$ cat src/rtl/icache_lookup_fill.sv
// Direct-mapped I-cache data stage: tag lookup, line fill over req/gnt/rvalid, AHB read response.
// Optional hit/miss statistics counters are enabled by defining ICACHE_STATS_EN.
module icache_lookup_fill #(
   parameter int NUM_LINES = 16,
   parameter int ADDR_W    = 32
) (
   input  logic              clk,
   input  logic              rstn,
   input  logic [ADDR_W-1:0] read_addr,
   input  logic [1:0]        trans_in,
   input  logic [3:0]        read_addr_offset,
   output logic [31:0]       hrdata,
   output logic              hready,
   output logic              mem_req,
   output logic [ADDR_W-1:0] mem_addr,
   input  logic              mem_gnt,
   input  logic              mem_rvalid,
   input  logic [31:0]       mem_rdata
`ifdef ICACHE_STATS_EN
   ,
   output logic [31:0]       hit_cnt,
   output logic [31:0]       miss_cnt
`endif
);

   localparam int IDX_W = $clog2(NUM_LINES);
   localparam int TAG_W = ADDR_W - 4 - IDX_W;

   typedef enum logic [2:0] {
      S_IDLE   = 3'd0,
      S_LOOKUP = 3'd1,
      S_REQ    = 3'd2,
      S_FILL   = 3'd3,
      S_RESP   = 3'd4
   } state_t;

   state_t                  r_state;
   state_t                  w_next;
   logic [31:0]             r_hrdata;
   logic                    r_hready;
   logic                    r_mem_req;
   logic [ADDR_W-1:0]       r_mem_addr;
   logic [IDX_W-1:0]        r_idx;
   logic [TAG_W-1:0]        r_tag;
   logic [1:0]              r_word;
   logic [1:0]              r_beat_cnt;
   logic [NUM_LINES-1:0]    r_valid;
   logic [TAG_W-1:0]        r_tag_arr [NUM_LINES];
   logic [31:0]             r_data    [NUM_LINES][4];

   logic                    w_accept;
   logic [IDX_W-1:0]        w_idx;
   logic [TAG_W-1:0]        w_tag;
   logic [1:0]              w_word;
   logic                    w_hit;
   logic                    w_lookup_hit;
   logic                    w_lookup_miss;
   logic                    w_fill_beat;
   logic                    w_fill_last;
   logic                    w_unused;

   // NONSEQ and SEQ are the only transfer types with bit 1 set
   assign w_accept      = r_hready && trans_in[1];
   assign w_idx         = read_addr[4+IDX_W-1:4];
   assign w_tag         = read_addr[ADDR_W-1:4+IDX_W];
   assign w_word        = read_addr_offset[3:2];
   assign w_hit         = r_valid[w_idx] && (r_tag_arr[w_idx] == w_tag);
   assign w_lookup_hit  = w_accept && w_hit;
   assign w_lookup_miss = w_accept && !w_hit;
   assign w_fill_beat   = (r_state == S_FILL) && mem_rvalid;
   assign w_fill_last   = w_fill_beat && (r_beat_cnt == 2'd3);
   assign w_unused      = ^{read_addr_offset[1:0], read_addr[3:0]};

   assign hrdata   = r_hrdata;
   assign hready   = r_hready;
   assign mem_req  = r_mem_req;
   assign mem_addr = r_mem_addr;

   always_comb begin
      w_next = r_state;
      case (r_state)
         S_IDLE, S_LOOKUP, S_RESP: begin
            if (w_accept) w_next = w_hit ? S_LOOKUP : S_REQ;
            else          w_next = S_IDLE;
         end
         S_REQ:   if (mem_gnt)     w_next = S_FILL;
         S_FILL:  if (w_fill_last) w_next = S_RESP;
         default: w_next = S_IDLE;
      endcase
   end

   always_ff @(posedge clk or negedge rstn) begin
      if (!rstn) begin
         r_state    <= S_IDLE;
         r_hrdata   <= '0;
         r_hready   <= 1'b1;
         r_mem_req  <= 1'b0;
         r_mem_addr <= '0;
         r_idx      <= '0;
         r_tag      <= '0;
         r_word     <= '0;
         r_beat_cnt <= '0;
         r_valid    <= '0;
      end else begin
         r_state <= w_next;
         if (w_lookup_hit) begin
            r_hrdata <= r_data[w_idx][w_word];
            r_hready <= 1'b1;
         end
         // A miss evicts the resident line right away so a partial fill never reads as valid
         if (w_lookup_miss) begin
            r_hready        <= 1'b0;
            r_mem_req       <= 1'b1;
            r_mem_addr      <= {read_addr[ADDR_W-1:4], 4'b0000};
            r_idx           <= w_idx;
            r_tag           <= w_tag;
            r_word          <= w_word;
            r_beat_cnt      <= '0;
            r_valid[w_idx]  <= 1'b0;
         end
         if ((r_state == S_REQ) && mem_gnt) r_mem_req <= 1'b0;
         if (w_fill_beat) r_beat_cnt <= r_beat_cnt + 2'd1;
         // Word 3 arrives on the final beat and is not in the array yet, so bypass it
         if (w_fill_last) begin
            r_valid[r_idx] <= 1'b1;
            r_hready       <= 1'b1;
            r_hrdata       <= (r_word == 2'd3) ? mem_rdata : r_data[r_idx][r_word];
         end
      end
   end

   always_ff @(posedge clk) begin
      if (w_fill_beat) r_data[r_idx][r_beat_cnt] <= mem_rdata;
      if (w_fill_last) r_tag_arr[r_idx] <= r_tag;
   end

`ifdef ICACHE_STATS_EN
   logic [31:0] r_hit_cnt;
   logic [31:0] r_miss_cnt;

   always_ff @(posedge clk or negedge rstn) begin
      if (!rstn) begin
         r_hit_cnt  <= '0;
         r_miss_cnt <= '0;
      end else begin
         if (w_lookup_hit  && (r_hit_cnt  != 32'hFFFF_FFFF)) r_hit_cnt  <= r_hit_cnt  + 32'd1;
         if (w_lookup_miss && (r_miss_cnt != 32'hFFFF_FFFF)) r_miss_cnt <= r_miss_cnt + 32'd1;
      end
   end

   assign hit_cnt  = r_hit_cnt;
   assign miss_cnt = r_miss_cnt;
`endif

endmodule

$ cat config.mk
export PLATFORM = sky130hd
export DESIGN_NAME = icache_lookup_fill
export DESIGN_NICKNAME = d
export VERILOG_FILES = /design/src/rtl/icache_lookup_fill.sv
export SDC_FILE = /design/constraint.sdc
export NUM_CORES = 2
export LEC_CHECK = 0
export CAP_MARGIN = 20
export CORE_MARGIN = 4
export CORE_UTILIZATION = 55
export DETAILED_ROUTE_END_ITERATION = 8
export GPL_ROUTABILITY_DRIVEN = 0
export PLACE_DENSITY = 0.73
export SLEW_MARGIN = 30
export SYNTH_ARGS = -nofsm -noshare
export SYNTH_HDL_FRONTEND = slang
export SYNTH_SLANG_ARGS = --single-unit
$ cat constraint.sdc
create_clock -name clk -period 7.57 [get_ports clk]
set_input_delay 0.757 -clock clk [delete_from_list [all_inputs] [get_ports clk]]
set_output_delay 0.757 -clock clk [all_outputs]
set_load 0.01 [all_outputs]
== After elaboration in Yosys (flattened, before gate mapping) ==
Memories as Yosys holds them, arrays and structs flattened.
Cells that the tools add are included.
W data, S select, Z words.
Storage, ports and cells
  bits in writable memories: 2432
  memories: 2
  input bits: 74
  output and inout bits: 66
  register bits: 113
  word-level logic and storage cells: 89
Operators by class
  mux-type cells: 35
  bitwise operators: 6
  reductions and logical operators: 18
  add/sub/neg operators: 1
  order comparisons: 8
  equal/unequal tests: 9
Memories
  r_data: depth 16, bits a word 128, rd ports 2, clocked after memory_dff 0, wr ports 1, RTL line 49  | logic [31:0] r_data [NUM_LINES][4];
  r_tag_arr: depth 16, bits a word 24, rd ports 1, clocked after memory_dff 0, wr ports 1, RTL line 48  | logic [TAG_W-1:0] r_tag_arr [NUM_LINES];
Operators by type and width (number)
  $mux W32: 8
  $bmux W32 S2: 2
  $mux W128: 1
  $demux W32 S2: 1
  $mux W16: 2
  $eq A24 B24 Y1: 1
  $and A16 B16 Y16: 1
  $not A16 Y16: 1
  $or A16 B16 Y16: 1
  $mux W1: 11
  $logic_and A1 B1 Y1: 10
  $lt A4 B5 Y1 const B: 2
  $ge A3 B3 Y1 const B: 3
  $not A2 Y3: 3
  $pmux W3 S3: 1
  $demux W1 S4: 2
  $ge A4 B1 Y1 const B: 2
  $mux W2: 4
  $eq A3 B2 Y1 const B: 2
  $mux W3: 2
  $reduce_bool A2 Y1: 3
  $bmux W1 S4: 1
  $eq A2 B2 Y1 const B: 2
  $ne A2 B2 Y1 const B: 2
  other kinds (9): 9

== Logic depth before layout (Yosys ltp) ==
  word-level depth: 9
  gate-level depth with buffers: 15

== Least setup slack after synthesis ==
No wires, ideal clock.
  kind: reg-to-reg
  start: reg r_idx[0]
  end: mem r_data[13][0] (netlist name) (enable)
  library setup time: 470 ps
  setup slack: 3138 ps
  data arrival time: 3962 ps
  stages on the path, launching flop included: 7
  required time: 7100 ps
  path through: dfrtp_1 -> clkbuf_1 -> clkbuf_1 -> buf_1 -> nor2b_1 -> nand3_1 -> nor2_1
RTL lines
  start: declaration: RTL line 43  | logic [IDX_W-1:0] r_idx;
  start signal: assignment: RTL line 115  | r_idx <= w_idx;
  end: declaration: RTL line 49
Straight into the memory's write port.

== Worst setup path after layout ==
  start: in read_addr[7]
  end: reg r_hrdata[4] (netlist: hrdata[4])
On the way
  longest elaborated chain between the ends: 6
  elaborated cells between the ends (all ways): 13
  those cells by class: eq/ne: 1; mux: 7; reduce/logical: 3; memory: 2
Ends and longest elaborated chain
  start: declaration: RTL line 9  | input logic [ADDR_W-1:0] read_addr,
  $mem_v2 Z16 W128
  $bmux W32 S2: RTL line 107  | r_hrdata <= r_data[w_idx][w_word];
  $mux W32 (implied by the code) (2 in series): RTL line 107
  $mux W32: RTL line 106  | if (w_lookup_hit) begin
  $mux W32: RTL line 124  | if (w_fill_last) begin
  end signal: assignment: RTL line 107
  end signal: assignment: RTL line 127  | r_hrdata <= (r_word == 2'd3) ? mem_rdata : r_data[r_idx][r_word];
  end: declaration: RTL line 39  | logic [31:0] r_hrdata;
Parallel ways exist; a longest one is shown, timed or not. The select of a mux whose other input is x is not followed.
A chain may end at the register's enable or synchronous reset.

==> impl_metrics.csv <==
group,metric,value,unit
route,drt-initial-drc-count,9490,
yosys,post_synth_inst_count,5011,
global_routing,grt.overflow.total,0,
die,die-width,452,um
yosys,synth_seq_cells,2517,
finish,leading_cell_types_in_the_layout_fill_and_taps_excluded,"edfxtp_1 (2432), mux4_2 (1096), clkbuf_16 (281)",
finish,layout.cells.most_common,"edfxtp_1",
clock_network,tritoncts,"done",
critical_path,cpMaxStageDelayCell,"buf_4",
clock_network,ctsHtreeMaxLevel,5,
yosys,main_combinational_cell_family_by_area_after_synthesis,"multiplexers",
finish,design_area,0.122,sq mm
placed_design,place.detailed.hpwl,157,mm
critical_path,cp_num_buf_inv,3,
finish,area.growth.synth_to_final,12.3,%
yosys,synthFlopType,"edfxtp_1",
critical_path,critPathMaxStageDelay,800,ps
route,drt_first_pass_iters,6,
yosys,postSynthAreaPerCell,21.6,sq um
yosys,synthDistinctLibCells,64,
yosys,synth-xor-area-share,0.00226,
clock_network,worst_skew_pair_later_pin_latency,940,ps
timing,finalCritPeriodShare,0.625,
timing,tightest_slew,1110,ps
global_routing,grt_first_pass_wirelength,433,mm
clock_network,cts_resized,0,
critical_path,critPathRequiredTime,8380,ps
timing,fin_hold_ws,367,ps
finish,filler_cell_count,13000,
yosys,synth_enable_flop_cells,2432,
die,top_level_ports,140,
yosys,muxShareOfSynthArea,0.239,
critical_path,crit_top_cell,"buf_4",
critical_path,end_kind,"register",
finish,layout-drive-gt1-share,0.329,
critical_path,cp.arrival,5540,ps
route,wl,305,mm
yosys,post_synth_fa_ha_maj_area_fraction,0.000462,
clock_network,clk_transition_reported_paths,60,ps
clock_network,cts_inserted_buffers,274,
pwr,power_per_cell_area,236,mW/mm^2
timing,maxSlewHeadroom,0.262,
route,detail-route-antenna-nets,0,
timing,rsz0062_at_grt,"false",
critical_path,cp_max_fo,58,
die,die_h,452,um
die,initial_core_util,0.555,
route,routed_wire_length_per_instance,38.0,um
critical_path,crit_family,"buffers and inverters",
clock_network,cts_root_buffer,"clkbuf_16",
finish,nets,5307,
timing,timing.final.setup_violations,0,
critical_path,worstSetupStartpointType,"input port",
timing,final_hold_viol_count,0,
pwr,power.leakage,38.3,nW
yosys,synth_simple_gate_area_frac,0.00981,
placed_design,place_inst,7572,
route,route.detailed.drc,0,
flow_run,maxCapViolations,0,
finish,fin_cells,8038,
finish,postLayoutCoreUtil,0.623,
global_routing,grtUsageTotal,0.300,
global_routing,maximum_number_of_pins_on_one_net_before_global_route_repair,130,
timing,min_period,4730,ps
die,die_area,0.204,sq mm
timing,setup_total_negative_slack,0,ps
die,placementRows,162,
min_path,hold_path_class,"in2reg",
clock_network,total_clock_sinks,2517,
clock_network,clock_tree.buffer_depth,4,
timing,fmax,0.211,GHz
yosys,complex_gate_fraction_of_the_synthesized_area,0.0381,
placed_design,placedInstanceArea,0.114,sq mm
yosys,mapped_area,0.108,sq mm
yosys,yosysSeqAreaShare,0.693,
global_routing,grt_pass1_vias,59400,
yosys,async_reset_ff_frac,0.0338,
timing,maxSlewViolCount,0,
yosys,yosysWarningCount,0,
timing,clock_skew,74.5,ps
route,vias_per_cell,7.31,
placed_design,numPortBuffers,128,
die,fp.coreArea,0.195,sq mm
pwr,vdd_drop_max,0.000225,V
route,vias,58800,
global_routing,antenna_found_initial,7,
critical_path,path_cells,"buf_4, buf_4, mux4_2, mux2i_1, xnor2_1, or4_1, a221oi_1, nor4b_4, buf_4, a31oi_1, a21oi_1",
critical_path,worst-setup-path-type,"in2reg",
outcome,run_status,"finished clean",
-- per-layer routing --
layer,up-vias,routed length (um),GRT usage
met2,4485,144000,0.461
met5,-,40,0
met3,790,39400,0.0771
li1,22400,-,-
met4,6,14600,0.126
met1,31100,108000,0.417
-- cell families (layout without fill, tap and decap cells) --
| group | Yosys count | after routing |
|---|---|---|
| multiplexers | 1209 | 1209 |
| AO/OA/AOI/OAI | 576 | 576 |
| buffers and inverters | 431 | 827 |
| AND/OR/NAND/NOR | 245 | 245 |
| flip-flops | 2517 | 2517 |
| XOR/XNOR | 28 | 28 |
| other | 1 | 8 |
| adder cells (fa/ha/maj) | 4 | 4 |
-- per-stage QoR --
stage / worst slack (ps) / power [mW]
floorplan: 3140 / 16.2
global placement: 2030 / 16.6
detailed placement: 2050 / 16.6
CTS: 2840 / 28.9
global route: 2750 / 29.6
finish: 2840 / 28.8
-- state kept, by name, summed over array words and instances (netlist names) --
register / flops
r_word: 2
r_tag: 24
mem_req: 1
r_idx: 3
r_tag_arr: 384
r_state: 3
mem_addr: 1
hready: 1
r_valid: 16
r_data: 2048
hrdata: 32
r_beat_cnt: 2
-- repair_timing --
item / CTS / global route
hold endpoints to repair: 29 / 0
hold buffers: 1 / 0
endpoints found under the setup margin: 0 / 0
buffers inserted: 0 / 0
-- final cells by class --
type,instances,area (sq um),area share
clock buffer,365,7440,0.0611
antenna,4,10.0,0.0000822
timing repair buffer,321,3000,0.0246
tap,2624,3280,0.0270
multi-input combinational,2066,32000,0.263
clock inverter,92,683,0.00561
sequential,2517,75200,0.617
inverter,49,184,0.00151
-- path summary, 6_finish.rpt --
path,startpoint,end,slack [ps],cells after the start
min in group asynchronous,rstn,r_tag[3]$_DFFE_PN0N_,420,2
hold / removal,mem_rdata[6],r_data[9][70]$_DFFE_PP_,370,1
max in group asynchronous,rstn,r_word[0]$_DFFE_PN0N_,5960,3
setup reg to reg,r_idx[1]$_DFFE_PN0N_,hrdata[26]$_DFFE_PN0P_,3260,7
setup / recovery,read_addr[7],hrdata[4]$_DFFE_PN0P_,2840,11
hold reg to reg,mem_req$_DFFE_PN0P_,mem_req$_DFFE_PN0P_,490,1
-- Yosys cell counts (all sizes together) (3+ instances only) --
| cell type | count | area share |
|---|---|---|
| edfxtp | 2432 | 0.67 |
| mux4 | 1096 | 0.23 |
| clkbuf | 241 | 0.0083 |
| a22oi | 148 | 0.010 |
| nor2 | 142 | 0.0050 |
| buf | 141 | 0.0066 |
| a21oi | 111 | 0.0051 |
| dfrtp | 84 | 0.019 |
| mux2i | 76 | 0.0070 |
| a22o | 69 | 0.0056 |
| a221oi | 68 | 0.0055 |
| a31oi | 67 | 0.0039 |
| nand2 | 52 | 0.0018 |
| inv | 48 | 0.0017 |
| mux2 | 37 | 0.0044 |
| o221ai | 33 | 0.0027 |
| o21ai | 26 | 0.0012 |
| o31ai | 19 | 0.0013 |
| xor2 | 18 | 0.0015 |
| nand3 | 10 | 0.00046 |
| nor2b | 10 | 0.00058 |
| xnor2 | 10 | 0.00081 |
| o22ai | 8 | 0.00046 |
| nand2b | 6 | 0.00035 |
| and2 | 5 | 0.00029 |
| and3 | 5 | 0.00029 |
| ha | 4 | 0.00046 |
| nor3 | 4 | 0.00018 |
| nand4 | 3 | 0.00017 |
| o211ai | 3 | 0.00021 |
| o21a | 3 | 0.00021 |
| o2bb2ai | 3 | 0.00024 |
-- report_power, final --
group | total, mW | switching [mW] | internal, mW
registers | 15.2 | 0 | 15.2
clock network | 12.4 | 5.22 | 7.20
logic | 1.13 | 0.711 | 0.415
(Power assumes the default switching activity.)
